==> src/rtl/uart_tx_arbiter_if.sv <==
// Requester-side bundle of the four-way UART transmit arbiter: byte requests
// in, grant/status and the serial line out, plus the sequencer state for observation.
interface uart_tx_arbiter_if;
  // Handshake: requester k raises req[k] with a stable byte on data_in[8k+:8]
  // and holds both until it sees the one-cycle grant[k] pulse; the byte is
  // captured on that same edge, so the requester may drop or reload afterwards.
  // Any req[k] still high after its grant counts as a fresh byte.
  logic [3:0]  req;
  logic [31:0] data_in;
  logic [3:0]  grant;
  logic [1:0]  active_id;
  logic        busy;
  logic        serial_out;
  logic [1:0]  state;

  modport master (
    output req,
    output data_in,
    input  grant,
    input  active_id,
    input  busy,
    input  serial_out,
    input  state
  );

  modport slave (
    input  req,
    input  data_in,
    output grant,
    output active_id,
    output busy,
    output serial_out,
    output state
  );
endinterface

==> src/rtl/uart_tx_arbiter.sv <==
// Round-robin arbiter for four byte requesters feeding one 8N1 UART transmit
// line; the granted byte is latched and shifted out LSB first.
module uart_tx_arbiter #(
  parameter int unsigned CLKS_PER_BIT = 2604
) (
  input  logic              clock,
  input  logic              reset_n,
  uart_tx_arbiter_if.slave  bus
);

  typedef enum logic [1:0] {
    IDLE  = 2'd0,
    START = 2'd1,
    DATA  = 2'd2,
    STOP  = 2'd3
  } state_t;

  localparam logic [15:0] BIT_LAST = 16'(CLKS_PER_BIT - 1);

  state_t      state_q;
  logic [15:0] cnt_q;
  logic [2:0]  bit_idx_q;
  logic [7:0]  shift_q;
  logic [1:0]  last_grant_q;
  logic [1:0]  active_id_q;
  logic [3:0]  grant_q;
  logic        busy_q;
  logic        serial_q;

  logic [1:0]  winner_d;
  logic [7:0]  byte_d;
  logic        bit_done;

  // Walk from the lowest-priority slot (last_grant itself) to the highest
  // (last_grant+1) so the final matching assignment is the round-robin winner.
  always_comb begin
    winner_d = last_grant_q;
    for (int i = 4; i >= 1; i--) begin
      if (bus.req[last_grant_q + 2'(i)]) begin
        winner_d = last_grant_q + 2'(i);
      end
    end
  end

  assign byte_d   = bus.data_in[{winner_d, 3'b000} +: 8];
  assign bit_done = (cnt_q == BIT_LAST);

  always_ff @(posedge clock) begin
    if (!reset_n) begin
      state_q      <= IDLE;
      cnt_q        <= '0;
      bit_idx_q    <= '0;
      shift_q      <= '0;
      last_grant_q <= 2'd3;
      active_id_q  <= '0;
      grant_q      <= '0;
      busy_q       <= 1'b0;
      serial_q     <= 1'b1;
    end else begin
      grant_q <= '0;
      unique case (state_q)
        IDLE: begin
          serial_q <= 1'b1;
          busy_q   <= 1'b0;
          // The grant edge is also the first cycle of the start bit.
          if (|bus.req) begin
            shift_q      <= byte_d;
            grant_q      <= 4'(1) << winner_d;
            active_id_q  <= winner_d;
            last_grant_q <= winner_d;
            cnt_q        <= '0;
            serial_q     <= 1'b0;
            busy_q       <= 1'b1;
            state_q      <= START;
          end
        end
        START: begin
          if (bit_done) begin
            cnt_q     <= '0;
            bit_idx_q <= '0;
            serial_q  <= shift_q[0];
            state_q   <= DATA;
          end else begin
            cnt_q <= cnt_q + 16'd1;
          end
        end
        DATA: begin
          if (bit_done) begin
            cnt_q <= '0;
            if (bit_idx_q == 3'd7) begin
              serial_q <= 1'b1;
              state_q  <= STOP;
            end else begin
              bit_idx_q <= bit_idx_q + 3'd1;
              serial_q  <= shift_q[bit_idx_q + 3'd1];
            end
          end else begin
            cnt_q <= cnt_q + 16'd1;
          end
        end
        STOP: begin
          if (bit_done) begin
            cnt_q   <= '0;
            busy_q  <= 1'b0;
            state_q <= IDLE;
          end else begin
            cnt_q <= cnt_q + 16'd1;
          end
        end
        default: state_q <= IDLE;
      endcase
    end
  end

  assign bus.grant      = grant_q;
  assign bus.active_id  = active_id_q;
  assign bus.busy       = busy_q;
  assign bus.serial_out = serial_q;
  assign bus.state      = state_q;

endmodule
==> src/flat_wrapper.sv <==
// flat-port wrapper written by rule: the top's interface ports become plain ports
module uart_tx_arbiter_flat 
#(
  parameter int unsigned CLKS_PER_BIT = 2604
)
  (clock, reset_n, bus_req, bus_data_in, bus_grant, bus_active_id, bus_busy, bus_serial_out, bus_state);
  uart_tx_arbiter_if bus_i ();
  input  logic clock;
  input  logic reset_n;
  input wire logic [$bits(bus_i.req)-1:0] bus_req;
  input wire logic [$bits(bus_i.data_in)-1:0] bus_data_in;
  output wire logic [$bits(bus_i.grant)-1:0] bus_grant;
  output wire logic [$bits(bus_i.active_id)-1:0] bus_active_id;
  output wire logic [$bits(bus_i.busy)-1:0] bus_busy;
  output wire logic [$bits(bus_i.serial_out)-1:0] bus_serial_out;
  output wire logic [$bits(bus_i.state)-1:0] bus_state;
  assign bus_i.req = bus_req;
  assign bus_i.data_in = bus_data_in;
  assign bus_grant = bus_i.grant;
  assign bus_active_id = bus_i.active_id;
  assign bus_busy = bus_i.busy;
  assign bus_serial_out = bus_i.serial_out;
  assign bus_state = bus_i.state;
  uart_tx_arbiter #(.CLKS_PER_BIT(CLKS_PER_BIT)) u_core (.clock(clock), .reset_n(reset_n), .bus(bus_i));
endmodule
==> config.mk <==
export PLATFORM = sky130hd
export DESIGN_NAME = uart_tx_arbiter_flat
export DESIGN_NICKNAME = d
export VERILOG_FILES = /design/src/rtl/uart_tx_arbiter_if.sv /design/src/rtl/uart_tx_arbiter.sv /design/src/flat_wrapper.sv
export SDC_FILE = /design/constraint.sdc
export NUM_CORES = 1
export LEC_CHECK = 0
export BUFFER_PORTS_ARGS = -buffer_cell sky130_fd_sc_hd__buf_2
export CAP_MARGIN = 20
export CORE_UTILIZATION = 38
export CTS_CLUSTER_SIZE = 24
export DETAILED_ROUTE_END_ITERATION = 10
export GPL_ROUTABILITY_DRIVEN = 0
export REMOVE_ABC_BUFFERS = 1
export SLEW_MARGIN = 20
export SYNTH_ARGS = -nofsm -noshare
export SYNTH_HDL_FRONTEND = slang
export SYNTH_SLANG_ARGS = --single-unit
==> constraint.sdc <==
create_clock -name clock -period 4.3 [get_ports clock]
set_input_delay 0.86 -clock clock [delete_from_list [all_inputs] [get_ports clock]]
set_output_delay 0.86 -clock clock [all_outputs]
set_load 0.03 [all_outputs]
==> results of run 1 <==
tightest hold or removal path: cells and delay by family (launching register included):
| kind | cells | cell delay [ns] |
|---|---|---|
| flops | 1 | 0.31 |
| simple gates | 2 | 0.09 |
power by group:
| part | leakage [nW] | internal [mW] | total (mW) | switching [mW] |
|---|---|---|---|---|
| registers | 0.318 | 0.449 | 0.502 | 0.0532 |
| clock network | 0.0644 | 0.231 | 0.370 | 0.138 |
| logic | 0.715 | 0.230 | 0.575 | 0.345 |
| total | 1.10 | 0.910 | 1.45 | 0.536 |
metrics by stage:
stage	power [mW]	hold WS, ns	std cells	utilization, %
3_5_place_dp	1.08	0.432	345	44.3
3_3_place_gp	1.08	0.429	345	44.3
6_report	1.45	0.443	354	47.0
2_1_floorplan	0.937	0.427	226	-
4_1_cts	1.46	0.446	353	46.8
5_1_grt	1.55	0.483	354	47.0
cell usage after synthesis, types with 6 or more instances:
cell      number  area share (%)
o221ai_1       8             3.1
mux2i_1       22             9.9
dfxtp_1       39              35
a311oi_1       9             3.5
inv_1          6             1.0
a21oi_1        9             2.0
ha_1           8             4.5
nor2_1        23             3.9
nand2_1       29             4.9
registers in the layout (all words and copies together) (netlist names):
signal,flops
u_core.cnt_q,16
u_core.shift_q,8
u_core.bus.grant,4
u_core.bit_idx_q,3
u_core.bus.active_id,2
u_core.bus.state,2
u_core.last_grant_q,2
u_core.bus.busy,1
u_core.bus.serial_out,1
routing by layer:
metal	routed length (um)	global-route usage (%)
met1	2230	20.9
met2	2380	30.3
met3	166	3.84
met4	70	6.11
met5	0	0
cell type report:
cell class	instances	area share [%]
Timing Repair Buffer	48	9.41
Sequential cell	39	29.8
Inverter	7	1.00
Clock buffer	5	2.63
Clock inverter	3	2.58
Tap cell	72	3.44
Multi-Input combinational cell	180	51.1
cell families after synthesis:
family / Yosys count / synth area share, %
mux: 24 / 11.9
flops: 39 / 35.1
xor+xnor: 1 / 0.394
compound gates: 56 / 19.6
fa+ha+maj: 8 / 4.50
buf+inv: 21 / 5.23
simple gates: 91 / 23.2
path summary, 6_finish.rpt:
kind                                           to  slack, ns  cells after the start
min reg2reg  u_core.bus.active_id[1]$_SDFFE_PN0P_       0.44                      2
min          u_core.bus.active_id[1]$_SDFFE_PN0P_       0.44                      2
max reg2reg   u_core.last_grant_q[1]$_SDFFE_PN1P_       2.14                      5
max                  u_core.cnt_q[9]$_SDFFE_PN0N_       2.04                      6
==> metrics.md, run 1 <==
| Metric | Value |
|---|---|
| N_diodes | `0` |
| Core ar. | `roughly 0.0056 mm^2` |
| Register Area | `~800 um^2` |
| Critical path fanouts, max | `11` |
| Worst clock skew | `0.00837 ns` |
| Setup ws final | `2.04 ns` |
| Worst slack, placed | `1.61 ns` |
| Initial antenna violation count | `0` |
| GRT overflow | `0` |
| HP Class | `flip-flop to flip-flop` |
| Die ar. | `about 0.006 mm^2` |
| Num Clock Sinks | `39` |
| Drt via density | `approximately 5.4` |
| Most common cell after layout, fill and taps aside | `buf_2` |
| Placement Cell Area | `~0.0025 mm^2` |
| Setup TNS | `0 ns` |
| Crit path DAT | `around 2.5 ns` |
| Synth Flop Type | `dfxtp_1` |
| PwrDens | `552 mW/mm^2` |
| Ratio of cells with drive above 1 in the final layout | `25.9%` |
| Total GRT Usage | `between 10% and 20%` |
| Seq/Total Area, Yosys | `35.1%` |
| Max_slew headroom | `46.4%` |
| Routed wire length | `slightly below 5 mm` |
| P&R area growth vs syn | `17.7%` |
| Final hold vios | `0` |
| First-pass GRT wire length | `about 8.5 mm` |
| Max H-tree Level | `2` |
| Top Family by Delay on Critical Path | `simple AND/OR/NAND/NOR gates` |
| Post-CTS sizing | `0` |
| Setup repair after global routing missed its margin | `no` |
| Crit-path cells | `buf_2, nor4_2, nor2b_1, nor2_1, o21ai_0, nor2_1` |
| Iter 0 DRT Violations | `135` |
| Lkg Pwr | `1.10 nW` |
| Setup Crit Path Kind | `input pin to flip-flop` |
| VDD IR max | `0.000216 V` |
| Fin crit period | `2.26 ns` |
| Synth Cell Area | `about 0.0022 mm^2` |
| Final Setup Violations | `0` |
| Ys async rst share | `0%` |
| NumNets Final | `~330` |
| Die Y | `78.5 um` |
| Post-CTS Hold Fix Bufs | `0` |
| Max Cap Viol | `0` |
| Max Root-Sink Buffers | `2` |
| Clock latency on the worst-skew pair | `0.30 ns` |
| Slew @ Worst Pin | `roughly 0.80 ns` |
| PortBufs | `47` |
| DRT Pass-1 Iters | `4` |
| Status | `finished, final reports clean` |
| Commonest cells after routing, fill and taps aside | `47 x buf_2, 39 x dfxtp_1, 29 x nand2_1` |
| Detailed placement HPWL | `about 3.5 mm` |
| Fin area | `between 0.002 and 0.003 mm^2` |
| HP Start | `u_core.bus.active_id[1]$_SDFFE_PN0P_` |
| Multi-input logic area | `0.00134 mm^2` |
| Critical Path Start Type | `input pin` |
| Mapped Cells | `240` |
| CP Capture Type | `flip-flop` |
| CP required | `about 4.5 ns` |
| CP max stage cell | `nor2_1` |
| CTS root buf | `clkbuf_8` |
| FILL cells | `562` |
| Largest net degree at the start of global routing | `24` |
| Post-synth EDFFs | `0` |
| Vias in the first global route | `approximately 1.9k` |
| CP most frequent cell | `nor2_1` |
| Reg2reg start | `u_core.bus.state[0]$_SDFFE_PN0P_` |
| Post-synth cell types | `53` |
| Final slew viol count | `0` |
| Mean post-synth cell area | `between 9 and 10 um^2` |
| Post-route DRC | `0` |
| Chip Width | `roughly 79 um` |
| TritonCTS buffer count | `5` |
| Clk slew on worst S/H paths | `roughly 0.080 ns` |
| Final period util | `52.7%` |
| Initial Util | `roughly two fifths` |
| Via Count | `about 1.9k` |
| Synth Warn # | `0` |
| DR WL/cell | `around 14 um` |
| CP bufs+invs | `1` |
| Cell row count | `27` |
| Max Freq | `442 MHz` |
| I/O pin count | `48` |
| #FFs+latches synth | `39` |
| Total setup buffers inserted after CTS | `0` |
| Critical path launch point | `bus_req[3]` |
| CP peak stage delay | `0.59 ns` |
| TritonCTS clock tree | `yes` |
| Final ANT Viol Nets | `0` |
Power figures use the tool's default switching activity.
==> run 2, diff against run 1 <==
==> constraint.sdc (replaced) <==
create_clock -name clock -period 2.3 [get_ports clock]
set_input_delay 0.46 -clock clock [delete_from_list [all_inputs] [get_ports clock]]
set_output_delay 0.46 -clock clock [all_outputs]
set_load 0.03 [all_outputs]
==> run 2 against run 1 <==
Against the previous run: sequential share of layout area up 0.16 points; largest power group unchanged; clock-buffer cell count unchanged; sequential power is 90% higher; cell area shrank 0.53%; critical endpoint is now u_core.cnt_q[14]$_SDFFE_PN0N_.
==> metrics.md, run 2 (same netlist as run 1, synthesis figures left out) <==
| Metric | Value |
|---|---|
| Status | `finished, final reports clean` |
| Crit path DAT | `2.14 ns (-0.37 ns)` |
| Post-route DRC | `0 (unchanged)` |
| Setup repair after global routing missed its margin | `no` |
| CP max stage cell | `and4_1` |
| Num Clock Sinks | `39 (unchanged)` |
| Cell row count | `27 (unchanged)` |
| Core ar. | `0.00557 mm^2 (unchanged)` |
| Initial antenna violation count | `0 (unchanged)` |
| Max Root-Sink Buffers | `2 (unchanged)` |
| Die ar. | `0.00616 mm^2 (unchanged)` |
| Critical Path Start Type | `flip-flop` |
| Detailed placement HPWL | `3.67 mm (+5.7%)` |
| Critical path fanouts, max | `19 (+8)` |
| First-pass GRT wire length | `8.29 mm (-2.7%)` |
| Vias in the first global route | `1812 (-2.1%)` |
| Via Count | `1894 (-0.37%)` |
| Final Setup Violations | `0 (unchanged)` |
| Worst r2r dst | `u_core.cnt_q[14]$_SDFFE_PN0N_` |
| Non-Filler Instances | `359 (+1.4%)` |
| Register Area | `781 um^2 (unchanged)` |
| NumNets Final | `332 (+1.5%)` |
| Max reg flops | `16 (unchanged)` |
| Total GRT Usage | `17.0% (-0.38 points)` |
| CP required | `2.46 ns (-2.08 ns)` |
| DRT Pass-1 Iters | `4 (unchanged)` |
| Clk slew on worst S/H paths | `0.08 ns (about the same)` |
| Lkg Pwr | `1.10 nW (-0.11%)` |
| P&R area growth vs syn | `17.1%` |
| Max_slew headroom | `67.3% (+21 points)` |
| HP Class | `input pin to flip-flop` |
| Final slew viol count | `0 (unchanged)` |
| Die Y | `78.5 um (unchanged)` |
| CTS root buf | `clkbuf_8` |
| Commonest cells after routing, fill and taps aside | `47 x buf_2, 39 x dfxtp_1, 29 x nand2_1` |
| Most common cell after layout, fill and taps aside | `buf_2` |
| PortBufs | `47 (unchanged)` |
| CP peak stage delay | `0.47 ns (-0.12 ns)` |
| FILL cells | `548 (-2.5%)` |
| Max Freq | `506 MHz` |
| Final period util | `between 80% and 90%` |
| Placed Cells incl. Taps | `351 (+1.7%)` |
| Setup Crit Path Kind | `flip-flop to flip-flop` |
| Hold Path Sink | `u_core.last_grant_q[0]$_SDFFE_PN1P_` |
| Final hold vios | `0 (unchanged)` |
| R2R depth | `6 (+1)` |
| VDD IR max | `0.000400 V (+86%)` |
| GRT overflow | `0 (unchanged)` |
| Chip Width | `78.5 um (unchanged)` |
| TritonCTS buffer count | `5 (unchanged)` |
| Top reg by flops | `u_core.cnt_q` |
| Worst clock skew | `0.0104 ns (+0.00200 ns)` |
| Routed wire length | `4.92 mm (+1.6%)` |
| Drt via density | `5.28 (-1.8%)` |
| Iter 0 DRT Violations | `145 (+7.4%)` |
| Post-CTS Hold Fix Bufs | `0 (unchanged)` |
| Initial Util | `39.9% (unchanged)` |
| I/O pin count | `48 (unchanged)` |
| Final ANT Viol Nets | `0 (unchanged)` |
| Fin crit period | `1.98 ns` |
| Largest net degree at the start of global routing | `22 (-8.3%)` |
| Max H-tree Level | `2 (unchanged)` |
| Reg2reg start | `u_core.cnt_q[0]$_SDFFE_PN0N_` |
| HP Start | `reset_n` |
| PwrDens | `963 mW/mm^2 (+74%)` |
| Placement Cell Area | `0.00252 mm^2 (+1.8%)` |
| Post-CTS sizing | `0 (unchanged)` |
| Slew @ Worst Pin | `0.489 ns (-0.314 ns)` |
| CP Capture Type | `flip-flop` |
| Setup TNS | `0 ns (unchanged)` |
| N_diodes | `0 (unchanged)` |
| Fin area | `0.00261 mm^2 (-0.53%)` |
| Crit-path cells | `ha_1, nor4bb_2, and4_1, nor2_8, a41oi_1, a311oi_1` |
| Power Total | `2.51 mW (+73%)` |
| Total setup buffers inserted after CTS | `0 (unchanged)` |
| WHS Path Cells | `2 (unchanged)` |
| TritonCTS clock tree | `yes` |
| Multi-input logic area | `0.00134 mm^2 (unchanged)` |
| Max Cap Viol | `0 (unchanged)` |
| R2R Setup Slk | `0.32 ns (-1.82 ns)` |
| Ratio of cells with drive above 1 in the final layout | `27.2% (+1.3 points)` |
| DR WL/cell | `13.7 um (+0.20%)` |
| Clock latency on the worst-skew pair | `0.30 ns (about the same)` |
-- run 2: cell count changes in the layout (fill, tap and decap cells not counted) --
cell / previous run / this run
bufinv_16: 2 / 0
clkinvlp_4: 1 / 2
clkinv_2: 0 / 1
buf_6: 1 / 0
buf_4: 0 / 6
-- run 2: report_power, final --
part / internal [mW] / switching [mW]
Clock: 0.211 / 0.259
Sequential: 0.839 / 0.114
Combinational: 0.441 / 0.643
Total: 1.49 / 1.02
-- run 2: final cells by class --
class                   instances  area share, %
well taps                      72           3.46
clock inverters                 3          0.768
inverters                       7           1.01
clock buffers                   5           2.64
flip-flops and latches         39           30.0
repair buffers                 53           10.8
multi-input cells             180           51.4
-- run 2: critical path, delay by kind of cell, from the launching register on --
kind | cells | cell delay [ns]
fa+ha+maj | 1 | 0.22
flops | 1 | 0.40
compound gates | 2 | 0.27
simple gates | 3 | 0.97
-- run 2: worst max-delay path by stage --
| stage | slack [ns] | depth (start not counted) | startpoint | to |
|---|---|---|---|---|
| global route | 0.10 | 6 | u_core.cnt_q[0]$_SDFFE_PN0N_ | u_core.bus.serial_out$_SDFFE_PN1P_ |
| global placement | 0.33 | 5 | u_core.cnt_q[0]$_SDFFE_PN0N_ | u_core.bus.state[0]$_SDFFE_PN0P_ |
| CTS | 0.27 | 5 | u_core.cnt_q[0]$_SDFFE_PN0N_ | u_core.bus.state[0]$_SDFFE_PN0P_ |
| detailed placement | 0.30 | 6 | u_core.cnt_q[0]$_SDFFE_PN0N_ | u_core.bus.state[0]$_SDFFE_PN0P_ |
| floorplan | -0.05 | 5 | u_core.last_grant_q[1]$_SDFFE_PN1P_ | u_core.shift_q[0]$_SDFFE_PN0P_ |
| finish | 0.32 | 6 | u_core.cnt_q[0]$_SDFFE_PN0N_ | u_core.cnt_q[14]$_SDFFE_PN0N_ |
-- run 2: stage by stage --
stage / worst slack (ns) / hold WS (ns) / utilization [%]
floorplan: -0.0536 / 0.427 / -
global placement: 0.334 / 0.440 / 45.1
detailed placement: 0.297 / 0.451 / 45.1
CTS: 0.269 / 0.403 / 46.7
global route: 0.103 / 0.424 / 46.7
finish: 0.322 / 0.414 / 46.7
-- run 2: routing by layer --
metal | global-route usage, % | vias to the layer above | routed length, um | part of all wire, %
met5 | 0 | - | 0 | 0
met4 | 4.44 | 0 | 48 | 0.98
met3 | 3.84 | 5 | 177 | 3.6
met1 | 20.1 | 863 | 2240 | 45
met2 | 30.7 | 37 | 2460 | 50
li1 | - | 989 | - | -
